## config.mk

```make
export PLATFORM = sky130hd
export DESIGN_NAME = div32_iter
export DESIGN_NICKNAME = d
export VERILOG_FILES = /design/src/rtl/div_pkg.sv /design/src/rtl/div_step.sv /design/src/rtl/div32_iter.sv
export SDC_FILE = /design/constraint.sdc
export NUM_CORES = 1
export LEC_CHECK = 0
export BUFFER_PORTS_ARGS = -buffer_cell sky130_fd_sc_hd__buf_2
export CORE_MARGIN = 4
export CORE_UTILIZATION = 45
export DETAILED_ROUTE_END_ITERATION = 8
export PLACE_DENSITY = 0.64
export SYNTH_ARGS = -nofsm -noshare
export SYNTH_HDL_FRONTEND = slang
export SYNTH_HIERARCHICAL = 1
export SYNTH_SLANG_ARGS = --single-unit
```

## constraint.sdc

```tcl
create_clock -name clock -period 5.1 [get_ports clock]
set_input_delay 0.51 -clock clock [delete_from_list [all_inputs] [get_ports clock]]
set_output_delay 0.51 -clock clock [all_outputs]
set_load 0.03 [all_outputs]
```

## src/rtl/div_pkg.sv

```systemverilog
// div_pkg: shared constants and FSM state type for the iterative signed divider
package div_pkg;
    localparam int WIDTH = 32;
    localparam int LATENCY = 33;
    localparam int COUNT_W = $clog2(WIDTH) + 1;
    localparam logic [WIDTH-1:0] INT_MIN = 32'h8000_0000;
    typedef enum logic [1:0] {IDLE, ITER, FIX} state_t;
endpackage

```

## src/rtl/div_step.sv

```systemverilog
// div_step: one restoring radix-2 iteration on unsigned magnitudes
module div_step
    import div_pkg::*;
(
    input  logic [WIDTH:0]   i_r,
    input  logic [WIDTH-1:0] i_q,
    input  logic [WIDTH-1:0] i_b,
    output logic [WIDTH:0]   o_r,
    output logic [WIDTH-1:0] o_q
);
    logic [WIDTH:0] w_shift;
    logic [WIDTH:0] w_diff;
    logic           w_ge;
    logic           w_unused;
    // R[32] is always 0 between steps because R stays below |B| <= 2^31
    assign w_unused = i_r[WIDTH];
    // Shift in the next dividend bit, trial-subtract, keep the difference if it did not borrow
    always_comb begin
        w_shift = {i_r[WIDTH-1:0], i_q[WIDTH-1]};
        w_diff  = w_shift - {1'b0, i_b};
        w_ge    = w_shift >= {1'b0, i_b};
        o_r     = w_ge ? w_diff : w_shift;
        o_q     = {i_q[WIDTH-2:0], w_ge};
    end
endmodule

```

## src/rtl/div32_iter.sv

```systemverilog
// div32_iter: multi-cycle signed 32-bit divider, one quotient bit per cycle with sign fix-up
module div32_iter
    import div_pkg::*;
#(
    parameter bit EARLY_DBZ = 1'b1
) (
    input  logic             clock,
    input  logic             reset_n,
    input  logic             ctrl_div,
    input  logic [WIDTH-1:0] data_operandA,
    input  logic [WIDTH-1:0] data_operandB,
    output logic [WIDTH-1:0] data_result,
    output logic [WIDTH-1:0] data_remainder,
    output logic             data_exception,
    output logic             data_resultRDY,
    output logic             busy
);
    state_t             r_state;
    state_t             w_next;
    logic [COUNT_W-1:0] r_count;
    logic [WIDTH:0]     r_r;
    logic [WIDTH-1:0]   r_q;
    logic [WIDTH-1:0]   r_b;
    logic [WIDTH-1:0]   r_a;
    logic               r_sign_a;
    logic               r_sign_b;
    logic               r_dbz;
    logic               r_exc;
    logic [WIDTH:0]     w_r_next;
    logic [WIDTH-1:0]   w_q_next;
    logic [WIDTH-1:0]   w_abs_a;
    logic [WIDTH-1:0]   w_abs_b;
    logic               w_b_zero;
    assign w_abs_a  = data_operandA[WIDTH-1] ? -data_operandA : data_operandA;
    assign w_abs_b  = data_operandB[WIDTH-1] ? -data_operandB : data_operandB;
    assign w_b_zero = data_operandB == '0;
    div_step u_step (
        .i_r (r_r),
        .i_q (r_q),
        .i_b (r_b),
        .o_r (w_r_next),
        .o_q (w_q_next)
    );
    // State register
    always_ff @(posedge clock) begin
        if (!reset_n) r_state <= IDLE;
        else          r_state <= w_next;
    end
    // Next state: a start always wins, including an abort of a running divide
    always_comb begin
        w_next = r_state;
        w_next = ctrl_div ? ((EARLY_DBZ && w_b_zero) ? FIX : ITER)
               : (r_state == ITER && r_count == COUNT_W'(WIDTH - 1)) ? FIX
               : (r_state == FIX) ? IDLE : r_state;
    end
    // Operand capture, iteration datapath and registered results
    always_ff @(posedge clock) begin
        if (!reset_n) begin
            r_count        <= '0;
            r_r            <= '0;
            r_q            <= '0;
            r_b            <= '0;
            r_a            <= '0;
            r_sign_a       <= 1'b0;
            r_sign_b       <= 1'b0;
            r_dbz          <= 1'b0;
            r_exc          <= 1'b0;
            data_result    <= '0;
            data_remainder <= '0;
            data_exception <= 1'b0;
            data_resultRDY <= 1'b0;
            busy           <= 1'b0;
        end else begin
            data_resultRDY <= 1'b0;
            if (ctrl_div) begin
                r_count  <= '0;
                r_r      <= '0;
                r_q      <= w_abs_a;
                r_b      <= w_abs_b;
                r_a      <= data_operandA;
                r_sign_a <= data_operandA[WIDTH-1];
                r_sign_b <= data_operandB[WIDTH-1];
                r_dbz    <= w_b_zero;
                r_exc    <= w_b_zero || (data_operandA == INT_MIN && data_operandB == '1);
                busy     <= 1'b1;
            end else if (r_state == ITER) begin
                r_r     <= w_r_next;
                r_q     <= w_q_next;
                r_count <= r_count + 1'b1;
            end else if (r_state == FIX) begin
                data_result    <= r_dbz ? '0 : ((r_sign_a ^ r_sign_b) ? -r_q : r_q);
                data_remainder <= r_dbz ? r_a : (r_sign_a ? -r_r[WIDTH-1:0] : r_r[WIDTH-1:0]);
                data_exception <= r_exc;
                data_resultRDY <= 1'b1;
                busy           <= 1'b0;
            end
        end
    end
endmodule

```

# Word-level counts from Yosys, hierarchy flattened
# Cells that the tools add are included.
dict set report totals {
  reg_bits 207
  inputBits 67
  output_inout_bits 67
  word_cells 60
}
dict set report op_classes {
  n_addsub 6
  magnitude_cmp 1
  mux 17
  n_bitwise 4
  eq_ne 6
  n_reduce_logical 11
}
# cell n
set op_table {}
lappend op_table {{$mux W32} 9}
lappend op_table {{$neg A32 Y32} 4}
lappend op_table {{$eq A32 B32 Y1 const B} 2}
lappend op_table {{$ge A33 B32 Y1} 1}
lappend op_table {{$logic_not A32 Y1} 1}
lappend op_table {{$sub A32 B32 Y32} 1}
lappend op_table {{$mux W2} 4}
lappend op_table {{$add A6 B1 Y6 const B} 1}
lappend op_table {{$eq A6 B5 Y1 const B} 1}
lappend op_table {{$mux W1} 4}
lappend op_table {{$reduce_bool A2 Y1} 2}
lappend op_table {{$not A1 Y1} 3}
lappend op_table {{$reduce_and A3 Y1} 1}
lappend op_table {{$reduce_bool A3 Y1} 1}
lappend op_table {{$reduce_or A3 Y1} 1}
lappend op_table {{$eq A2 B1 Y1 const B} 1}
lappend op_table {{$eq A2 B2 Y1 const B} 1}
lappend op_table {{$logic_and A1 B1 Y1} 2}
lappend op_table {{$ne A2 B2 Y1 const B} 1}
lappend op_table {{$reduce_and A2 Y1} 1}
lappend op_table {{$reduce_or A2 Y1} 1}
lappend op_table {{$logic_or A1 B1 Y1} 1}
lappend op_table {{$xor A1 B1 Y1} 1}

# Depth between registers and ports, before layout
dict set report logic_depth {
  ltp_word 4
  ltp_mapped 16
  mapped_depth_nobuf 14
}

# Cells and area by module
# Netlist, hierarchy kept.
# mod instances seq_area_each_um2 area_each_um2 cells_each
set modules_own_cells {}
lappend modules_own_cells {div32_iter 1 4144.0 10491.3 1297}
lappend modules_own_cells {div_step 1 0.0 2652.5 397}

# Worst setup path after synthesis
# No wires, ideal clock.
dict set report synth_path {
  kind {register to register}
  start {reg r_q[31]}
  end {reg r_r[28]}
  setup_ps 132
  t_arrival_ps 2574
  period_less_slack_ps 2706
  path_stages_with_launch 15
  required_ps 4968
  n_path_buf 0
  setup_slack_ps 2394
  cell_sequence {dfxtp_1 -> inv_1 -> ha_1 -> fa_1 -> and2b_1 -> o21bai_4 -> a211oi_2 -> o31ai_2 -> a21oi_2 -> a21oi_2 -> o31ai_2 -> xnor2_1 -> mux2_4 -> nand2_1 -> a21oi_1}
}
dict set report synth_between {
  elab_chain_len 2
  elab_cells_between_ends 3
  cone_classes {add/sub: 1; order compare: 1; mux: 1}
}
# element line_no
set synth_rtl {}
lappend synth_rtl {{start: declaration} div32_iter.sv:22} ;# logic [WIDTH-1:0] r_q;
lappend synth_rtl {{start signal: assignment} div32_iter.sv:78} ;# r_q <= w_abs_a;
lappend synth_rtl {{start signal: assignment} div32_iter.sv:88} ;# r_q <= w_q_next;
lappend synth_rtl {{$sub A32 B32 Y32 / $ge A33 B32 Y1 (equally long branches)} {div_step.sv:20, div_step.sv:21}}
lappend synth_rtl {{$mux W32 *} div_step.sv:22} ;# o_r = w_ge ? w_diff : w_shift;
lappend synth_rtl {{named net w_r_next[28]} div32_iter.sv:29} ;# logic [WIDTH:0] w_r_next;
lappend synth_rtl {{end signal: assignment} div32_iter.sv:87} ;# r_r <= w_r_next;
lappend synth_rtl {{end: declaration} div32_iter.sv:21} ;# logic [WIDTH:0] r_r;
# Mark *: on every way through the listed nets, which the timed path passes. The rest lies on a longest branch.
# A chain may end at the register's enable or synchronous reset.

# Final worst setup path
dict set report layout_path {
  start {reg r_r[15]}
  end {reg r_r[25]}
}
dict set report layout_between {
  elab_chain_len 2
  elab_cells_between_ends 3
  cone_classes {add/sub: 1; order compare: 1; mux: 1}
}
# element line_no
set layout_rtl {}
lappend layout_rtl {{$ge A33 B32 Y1} div_step.sv:21} ;# w_ge = w_shift >= {1'b0, i_b};
lappend layout_rtl {{named net w_q_next[0]} div32_iter.sv:30} ;# logic [WIDTH-1:0] w_q_next;
lappend layout_rtl {{$mux W32} div_step.sv:22}
lappend layout_rtl {{named net w_r_next[25]} div32_iter.sv:29}
# The timed path passes the listed nets, and every way through them passes these cells.

==> results_dict.tcl <==
set metrics [dict create \
    critPathKind "register to register" \
    power_density_nw_per_um2 295 \
    core_area_um2 28700 \
    ant_nets 0 \
    start_kind "register" \
    p_switching_w 0.00121 \
    path_clk_slew_ns 0.06 \
    place_area_um2 13700 \
    io_buffers 133 \
    cts_resized 0 \
    final_cell_mix "nand2_1 (213), dfxtp_1 (206), nor2_1 (157)" \
    hold_path.class "primary input to register" \
    path_delay_family "compound AO/OA/AOI/OAI gates" \
    post_drt_via_cell_ratio 5.78 \
    finalSetupViolCount 0 \
    grt_pass1_wl_um 63200 \
    syn_nets 1788 \
    cp_cell_sequence "ha_1, nand2_1, o211ai_1, nor2_1, a211oi_1, a211oi_2, o21ai_4, buf_4, nor2_1, a21oi_1, nand2_1, a21oi_1" \
    drc_errors 0 \
    synthCells 1682 \
    drive_above_1_share_pct 14.1 \
    fin_crit_sh_pct 67.5 \
    io_pins 134 \
    critPathBufInv 1 \
    ctsHoldBuffers 0 \
    die_x_um 178 \
    globalplace.congestion 0.951 \
    drt_wl_total_um 40700 \
    via_count 12300 \
    cts-buffers-inserted 25 \
    diodes 0 \
    p_leak_nw 6.03 \
    ir_drop_v 0.000214 \
    clk_latency_ns 0.53 \
    finalMaxSlewViolations 0 \
    final_hold_viol_count 0 \
    drtPass1Iterations 6 \
    start_util_pct 45.5 \
    slew_headroom_pct 14.6 \
    ctsHtreeMaxLevel 1 \
    root_buffer "clkbuf_16" \
    mostFrequentLayoutCell "nand2_1" \
    internal-power_w 0.00307 \
    crit_path_max_incr_delay_ns 0.80 \
    syn_area_um2 13100 \
    crit_arrival_ns 3.89 \
    max-clock-path-buffers 3 \
    fin_skew_ns 0.0127 \
    avgSynthCellArea_um2 7.76 \
    syn2layout_area_growth_pct 11.4 \
    status "completed" \
    wl_per_cell_um 19.2 \
    stdcell_area_um2 14500 \
    grt_overflow 0 \
    combPwrFrac_pct 16.5 \
    drt_iter0_markers 1167 \
    ys.warnings.count 6 \
    finalPower_w 0.00429 \
    endpoint_kind "register" \
    nNetsFinal 1827 \
    cts_tree "built" \
    grtUsageTotal_pct 24.6 \
    dieArea_um2 31800 \
    cts_setup_buffers 0 \
    dp_hpwl_um 30400 \
    required_ns 5.54 \
    grt_max_degree 60 \
    rsz0062_at_grt "false" \
    fin_setup_tns_ns 0 \
    rows 62 \
    fmax_mhz 291 \
    cpMaxStageDelayCell "o21ai_4" \
    numClockSinks 206 \
    antenna_found_initial 0 \
    worst_pin_slew_ns 1.27 \
    fin_crit_ns 3.44 \
    die_h_um 178 \
    grt_pass1_vias 11300 \
    drv_cap 0 \
    power_frac_clock_pct 43.0 \
    worst-path-max-fanout 35 \
    swShare_pct 28.3 \
    pwr-share-seq_pct 40.5 \
]
## area by class of cell
| class | instances | area (um2) |
|---|---|---|
| Clock buffer | 33 | 686 |
| Clock inverter | 9 | 158 |
| Fill cell | 2851 | 14200 |
| Inverter | 61 | 229 |
| Multi-Input combinational cell | 1276 | 8060 |
| Sequential cell | 206 | 4120 |
| Tap cell | 384 | 480 |
| Timing Repair Buffer | 151 | 803 |
## power by group through the flow
stage / Clock (W) / Combinational (W) / Sequential [W]
after global placement: 0 / 0.000697 / 0.00177
after detailed placement: 0 / 0.000699 / 0.00177
after CTS: 0.00187 / 0.000702 / 0.00173
after floorplan: 0 / 0.000505 / 0.00176
after global routing: 0.00194 / 0.000774 / 0.00174
final: 0.00184 / 0.000707 / 0.00174
## sequential cells by signal, indices dropped and copies added, names as in the netlist, 2 cells and up
register	flops
r_state	2
data_remainder	32
r_a	32
r_q	32
r_count	6
r_r	32
data_result	32
r_b	32
## path summary, 6_finish.rpt
check	depth (start not counted)	to	slack (ns)	startpoint
hold / removal	3	r_a[24]	0.30	data_operandA[24]
setup reg to reg	12	r_r[25]	1.66	r_r[15]
setup / recovery	12	r_r[25]	1.66	r_r[15]
hold reg to reg	2	data_result[24]	0.44	data_result[24]
## worst min-delay path, delay by kind of cell
| family | cells | cell delay (ns) |
|---|---|---|
| buffers and inverters | 1 | 0.12 |
| multiplexers | 1 | 0.07 |
| AND/OR/NAND/NOR | 1 | 0.07 |
## layer usage
layer	GRT usage (%)	share of wire (%)	wire length (um)	vias to the layer above
met5	0	0	0	-
met2	41.7	47	19200	401
met3	2.78	5.8	2370	64
met1	33.3	44	18000	5777
met4	6.72	2.6	1040	0
li1	-	-	-	6020
## metrics by stage
step | worst slack (ns) | std cells | util [%] | hold slack, ns
floorplan | 2.40 | 1682 | - | 0.425
global placement | 1.77 | 2078 | 47.7 | 0.432
detailed placement | 1.68 | 2078 | 47.7 | 0.438
CTS | 1.66 | 2120 | 50.7 | 0.272
global route | 1.37 | 2120 | 50.7 | 0.315
finish | 1.66 | 2120 | 50.7 | 0.296
Power figures use the tool's default switching activity.
